$ cat src/rtl/comp_1b_pkg.sv
// -----------------------------------------------------------------------------
// comp_1b_pkg
//   Shared types and pure helper functions for the comp_1b magnitude
//   comparator family.
//
//   cmp_result_t : one-hot-by-construction compare outcome (EQ / GT / LT)
//   cmp_extend   : widens a WIDTH-bit operand to the common working width,
//                  sign- or zero-extending so the numeric value is preserved
//   cmp_eval     : compares two extended operands under signed/unsigned rules
//   casc_resolve : folds possibly non-one-hot cascade inputs into one result
//                  (priority gt > lt > eq, all-zero means equal)
// -----------------------------------------------------------------------------
package comp_1b_pkg;

  // Widest operand any instance may use; operands are widened to this.
  localparam int unsigned CMP_MAX_W = 64;

  typedef logic [CMP_MAX_W-1:0] cmp_word_t;

  typedef enum logic [1:0] {
    CMP_EQ = 2'd0,
    CMP_GT = 2'd1,
    CMP_LT = 2'd2
  } cmp_result_t;

  // Widening preserves the operand's value, so comparing the extended words
  // is the same as comparing the original full-width operands.
  function automatic cmp_word_t cmp_extend(input cmp_word_t   raw,
                                           input int unsigned width,
                                           input logic        is_signed);
    cmp_word_t ext;
    ext = raw;
    for (int unsigned i = 0; i < CMP_MAX_W; i++) begin
      if (i >= width) begin
        ext[i] = is_signed ? raw[width-1] : 1'b0;
      end
    end
    return ext;
  endfunction

  function automatic cmp_result_t cmp_eval(input cmp_word_t a,
                                           input cmp_word_t b,
                                           input logic      is_signed);
    if (a == b) begin
      return CMP_EQ;
    end
    if (is_signed) begin
      return ($signed(a) > $signed(b)) ? CMP_GT : CMP_LT;
    end
    return (a > b) ? CMP_GT : CMP_LT;
  endfunction

  function automatic cmp_result_t casc_resolve(input logic eq,
                                               input logic gt,
                                               input logic lt);
    cmp_result_t res;
    casez ({gt, lt, eq})
      3'b1??:  res = CMP_GT;
      3'b01?:  res = CMP_LT;
      default: res = CMP_EQ;  // eq alone, or nothing asserted
    endcase
    return res;
  endfunction

endpackage : comp_1b_pkg

$ cat src/rtl/comp_1b_core.sv
// -----------------------------------------------------------------------------
// comp_1b_core
//   Purely combinational compare of a against b plus cascade merge.
//   Build option: COMP_1B_CASCADE_EN adds the casc_* inputs; when a==b the
//   result is taken from the (priority-resolved) cascade, otherwise the local
//   compare wins. Without the macro the cascade behaves as tied to "equal".
//
//   Parameters : WIDTH  operand width (1..CMP_MAX_W)
//                SIGNED 1 = two's complement operands, 0 = unsigned
//   Ports      : a, b         operands
//                casc_*_in    cascade from lower-significance stage (optional)
//                result       merged compare outcome
// -----------------------------------------------------------------------------
module comp_1b_core
  import comp_1b_pkg::*;
#(
  parameter int unsigned WIDTH  = 1,
  parameter bit          SIGNED = 1'b0
) (
  input  logic [WIDTH-1:0] a,
  input  logic [WIDTH-1:0] b,
`ifdef COMP_1B_CASCADE_EN
  input  logic             casc_eq_in,
  input  logic             casc_gt_in,
  input  logic             casc_lt_in,
`endif
  output cmp_result_t      result
);

  cmp_word_t   a_raw;
  cmp_word_t   b_raw;
  cmp_result_t local_res;
  cmp_result_t casc_res;

  always_comb begin
    // NOTE: every variable gets a default before any partial write, so no
    // path leaves a bit unassigned and no latch is inferred.
    a_raw            = '0;
    b_raw            = '0;
    a_raw[WIDTH-1:0] = a;
    b_raw[WIDTH-1:0] = b;
    local_res = cmp_eval(cmp_extend(a_raw, WIDTH, SIGNED),
                         cmp_extend(b_raw, WIDTH, SIGNED),
                         SIGNED);
  end

`ifdef COMP_1B_CASCADE_EN
  assign casc_res = casc_resolve(casc_eq_in, casc_gt_in, casc_lt_in);
`else
  assign casc_res = casc_resolve(1'b1, 1'b0, 1'b0);
`endif

  // Only a tie at this stage defers to the lower-significance stage.
  assign result = (local_res == CMP_EQ) ? casc_res : local_res;

endmodule : comp_1b_core

$ cat src/rtl/comp_1b.sv
// -----------------------------------------------------------------------------
// comp_1b
//   Registered magnitude comparator with mutually exclusive aeb/agb/alb flags.
//   One cycle of latency, one compare per cycle, synchronous active-low reset.
//   Build option: COMP_1B_CASCADE_EN exposes casc_eq_in/casc_gt_in/casc_lt_in.
//
//   Parameters : WIDTH  operand width in bits (>=1)
//                SIGNED 1 = two's complement, 0 = unsigned
//   Ports      : clk        rising-edge clock
//                rst_n      synchronous active-low reset
//                in_valid   sample a/b on this edge
//                a, b       operands
//                casc_*_in  cascade inputs (COMP_1B_CASCADE_EN only)
//                out_valid  flags hold a result sampled on the previous edge
//                aeb/agb/alb  equal / greater / less
// -----------------------------------------------------------------------------
module comp_1b
  import comp_1b_pkg::*;
#(
  parameter int unsigned WIDTH  = 1,
  parameter bit          SIGNED = 1'b0
) (
  input  logic             clk,
  input  logic             rst_n,
  input  logic             in_valid,
  input  logic [WIDTH-1:0] a,
  input  logic [WIDTH-1:0] b,
`ifdef COMP_1B_CASCADE_EN
  input  logic             casc_eq_in,
  input  logic             casc_gt_in,
  input  logic             casc_lt_in,
`endif
  output logic             out_valid,
  output logic             aeb,
  output logic             agb,
  output logic             alb
);

  cmp_result_t result;

  comp_1b_core #(
    .WIDTH  (WIDTH),
    .SIGNED (SIGNED)
  ) u_core (
    .a          (a),
    .b          (b),
`ifdef COMP_1B_CASCADE_EN
    .casc_eq_in (casc_eq_in),
    .casc_gt_in (casc_gt_in),
    .casc_lt_in (casc_lt_in),
`endif
    .result     (result)
  );

  // NOTE: sequential state uses non-blocking assignments so every register
  // samples pre-edge values regardless of statement order.
  always_ff @(posedge clk) begin
    if (!rst_n) begin
      out_valid <= 1'b0;
      aeb       <= 1'b0;
      agb       <= 1'b0;
      alb       <= 1'b0;
    end else begin
      out_valid <= in_valid;
      // Flags only load on a valid sample; otherwise the last result is kept.
      if (in_valid) begin
        aeb <= (result == CMP_EQ);
        agb <= (result == CMP_GT);
        alb <= (result == CMP_LT);
      end
    end
  end

endmodule : comp_1b

$ cat config.mk
export PLATFORM = sky130hd
export DESIGN_NAME = comp_1b
export DESIGN_NICKNAME = d
export VERILOG_FILES = /design/src/rtl/comp_1b_pkg.sv /design/src/rtl/comp_1b_core.sv /design/src/rtl/comp_1b.sv
export SDC_FILE = /design/constraint.sdc
export NUM_CORES = 1
export LEC_CHECK = 0
export CAP_MARGIN = 10
export CORE_AREA = 2 2 39 41
export CTS_CLUSTER_DIAMETER = 150
export DETAILED_ROUTE_END_ITERATION = 10
export DIE_AREA = 0 0 41 43
export PLACE_DENSITY = 0.31
export SLEW_MARGIN = 20
export SYNTH_ARGS = -nofsm -noshare
export SYNTH_HDL_FRONTEND = slang
export SYNTH_SLANG_ARGS = --single-unit
$ cat constraint.sdc
create_clock -name clk -period 1.8 [get_ports clk]
set_input_delay 0.36 -clock clk [delete_from_list [all_inputs] [get_ports clk]]
set_output_delay 0.36 -clock clk [all_outputs]
set_load 0.02 [all_outputs]
Word-level counts from Yosys, hierarchy flattened. Index checks and enable logic that the tools add are counted.

Add/sub/neg operators: 0. Multiply operators: 0. Divide/modulo/power cells: 0. Magnitude comparators: 1. Equality and inequality tests: 3. Shifts and indexed selects: 0. Mux-type cells: 5. Bitwise operators: 0. Reduce and logical (&&, ||, !) cells: 2.

Operators by type and width (number): $mux 2 (4); $logic_not 2->1 (2); $eq 2x1->1 const B (1); $eq 2x2->1 const B (1); $eq 1x1->1 (1); $gt 1x1->1 (1); $mux 1 (1).

Register bits: 4. Bits in latches: 0. RAM bits: 0. Memory bits (read-only): 0. Input bits: 5. Output and inout bits: 4. Logic and storage cells: 15. Memories kept: 0.

Depth between registers and ports, before layout.
Word-level depth: 6. Gate-level depth with buffers: 4. Depth with buffers taken out: 4.

Cells and area by module. A second synthesis with hierarchy kept.

Cell total of the unflattened synthesis: 16. Area, all modules: 168.9 um^2.

By module, submodules not included: comp_1b (instances 1, cells an instance 14, area each 153.9 um^2, seq. area each 80.1 um^2); comp_1b_core (instances 1, cells an instance 2, area each 15.0 um^2, seq. area each 0.0 um^2).

Worst setup path after synthesis. Ideal clock, no wire load.

Path type: input -> register. Start point: input a. End point: register aeb. Library setup time: 0.116 ns. Data arrival time: 0.818 ns. Data required time: 1.684 ns. Setup slack: 0.866 ns. Stages: 4. Buffers on the path: 0. Cell sequence: inv_1 > ha_1 > mux2i_1 > nor2b_1.

Cells in the longest elaborated chain, start to end: 6. Elaborated cells on any way between the ends: 8. Classes of those cells: 1 x order compare; 1 x eq/ne; 4 x mux; 2 x reduce/logical.

Ends and longest elaborated chain: from (decl) (line comp_1b.sv:26) `input logic [WIDTH-1:0] a,`; $gt 1x1->1 or $eq 1x1->1 (tied branches) (line comp_1b_pkg.sv:50, comp_1b_pkg.sv:44); $mux 2 or $mux 1 (tied branches) (line comp_1b_pkg.sv:50, comp_1b_pkg.sv:44); $mux 2 * (line comp_1b_pkg.sv:47) `if (is_signed) begin`; $logic_not 2->1 (line comp_1b_core.sv:54) `assign result = (local_res == CMP_EQ) ? casc_res : local_res;`; $mux 2 * (line comp_1b_core.sv:54); $logic_not 2->1 * (line comp_1b.sv:67) `aeb <= (result == CMP_EQ);`; to (signal assigned) (line comp_1b.sv:67); to (decl) (line comp_1b.sv:34) `output logic aeb,`.

Every way passes the cells marked *; elsewhere a longest branch is shown, timed or not. A chain may end at the register's enable or synchronous reset.

Worst setup path after layout.
Start point: register aeb. End point: output aeb.

No word-level cell between the ends.

==> results_dict.tcl <==
set metrics [dict create \
    htree_levels 1 \
    antenna_left 0 \
    coreArea_um2 1380 \
    initialDrtViolationCount 2 \
    wire_per_inst_um 8.83 \
    syn_inst 15 \
    syn_area_um2 169 \
    finalWirelength_um 371 \
    critical_path.top_delay_family "buffers and inverters" \
    slew_headroom_pct 85.3 \
    num_vias 140 \
    postCtsSetupBuffers 0 \
    critPathMaxStageDelay_ps 600 \
    first_pass_iters 2 \
    cts_buffer_depth 2 \
    via_per_inst 3.33 \
    worstSetupEndpointType "output pin" \
    slowest_stage "clkdlybuf4s50_1" \
    slew_violations 0 \
    min_period_over_period_pct 85.0 \
    fin_crit_ps 1530 \
    syn-num-nets 22 \
    cts.sinks 4 \
    path_buf_inv 1 \
    layout.nets 35 \
    layout_common_cells "clkdlybuf4s50_1 (8), dfxtp_1 (4), mux2i_1 (3), nor2b_1 (3), clkbuf_4 (3)" \
    root_buffer "clkbuf_4" \
    cp_max_fo 2 \
    grt_usage_pct 6.51 \
    die_h_um 43 \
    grt_overflow_total 0 \
    cts_tree "built" \
    start_util_pct 12.2 \
    path_cells "clkdlybuf4s50_1" \
    grt_max_degree 5 \
    hold_buffers 0 \
    grt_pass1_vias 163 \
    antenna_found_initial 0 \
    mostFrequentLayoutCell "clkdlybuf4s50_1" \
    numPortBuffers 8 \
    fmax_mhz 653 \
    die_area_um2 1760 \
    critPathRequiredTime_ps 1440 \
    worst_pin_slew_ps 220 \
    antenna_cells 0 \
    cts_made_buffers 3 \
    avgSynthCellArea_um2 11.3 \
    gp_congestion 0.639 \
    hold_class "flip-flop to flip-flop" \
    io_pins 9 \
    p_leak_nw 0.128 \
    yosysWarnings 0 \
    power_density_nw_per_um2 844 \
    hold_violations 0 \
    fin_setup_tns_ps 0 \
    clk_pin_slew_ps 40 \
    syn2layout_area_growth_pct 72.6 \
    synth-seq-area-share_pct 47.4 \
    synth-seq-cells 4 \
    drc 0 \
    finalClockSkew_ps 0 \
    hpwl_um 271 \
    irDropWorstVdd_v 0.000218 \
    grt_pass1_wl_um 669 \
    crit_type "flip-flop to output pin" \
    status "completed" \
    finalPower_mw 0.246 \
    setup_violations 0 \
    row_count 14 \
    cts_resized 0 \
    clock_latency_ps 230 \
    startpoint_type "flip-flop" \
    drv_cap 0 \
    rsz0062_at_grt "false" \
    die_w_um 41 \
    ys_types 6 \
    drive_gt1_share_pct 15.4 \
    cp.arrival_ps 1170 \
]
==> cells by family after synthesis <==
kind of cell  count (synthesis)  synth area share (%)
buf+inv                       2                  4.45
flops                         4                  47.4
simple gates                  4                  15.6
fa+ha+maj                     2                  14.8
mux                           3                  17.8
==> layer usage <==
| layer | GRT usage (%) | part of all wire [%] | up-vias |
|---|---|---|---|
| met5 | 0 | 0 | - |
| met4 | 12.0 | 3.8 | 0 |
| met3 | 1.57 | 8.4 | 2 |
| met2 | 6.88 | 43 | 6 |
| met1 | 7.03 | 45 | 62 |
| li1 | - | - | 70 |
==> synth_stat cells <==
master,number,share of area (%)
mux2i_1,3,18
ha_1,2,15
nor2b_1,3,11
and2_2,1,4.4
dfxtp_1,4,47
inv_1,2,4.4
==> area by class of cell <==
cell class,instances,area [um^2]
Fill cell,153,1090
Sequential cell,4,80.1
Tap cell,16,20.0
Timing Repair Buffer,8,80.1
Multi-Input combinational cell,9,81.3
Clock buffer,3,22.5
Inverter,2,7.51
==> where the power goes <==
group,internal (mW),total [mW],switching [mW]
Sequential,0.0938,0.0958,0.00201
Combinational,0.0223,0.0378,0.0155
Clock,0.0747,0.112,0.0378
==> sequential cells by signal, summed over array words and instances (netlist names) <==
register	count
aeb	1
agb	1
alb	1
out_valid	1
==> through the flow <==
step	hold slack [ps]	worst slack (ps)	std cells	util [%]	area, um^2
4_1_cts	521	261	42	21.1	292
3_5_place_dp	512	312	39	19.4	269
6_report	512	269	42	21.1	292
3_3_place_gp	500	309	39	19.4	269
5_1_grt	576	219	42	21.1	292
2_1_floorplan	488	866	15	-	169
==> worst paths after layout <==
kind	from	slack, ps	to	cells after the start
min	agb	510	agb	2
min reg2reg	agb	510	agb	2
max reg2reg	alb	1200	alb	2
max	aeb	270	aeb	1
(Power assumes the default switching activity.)
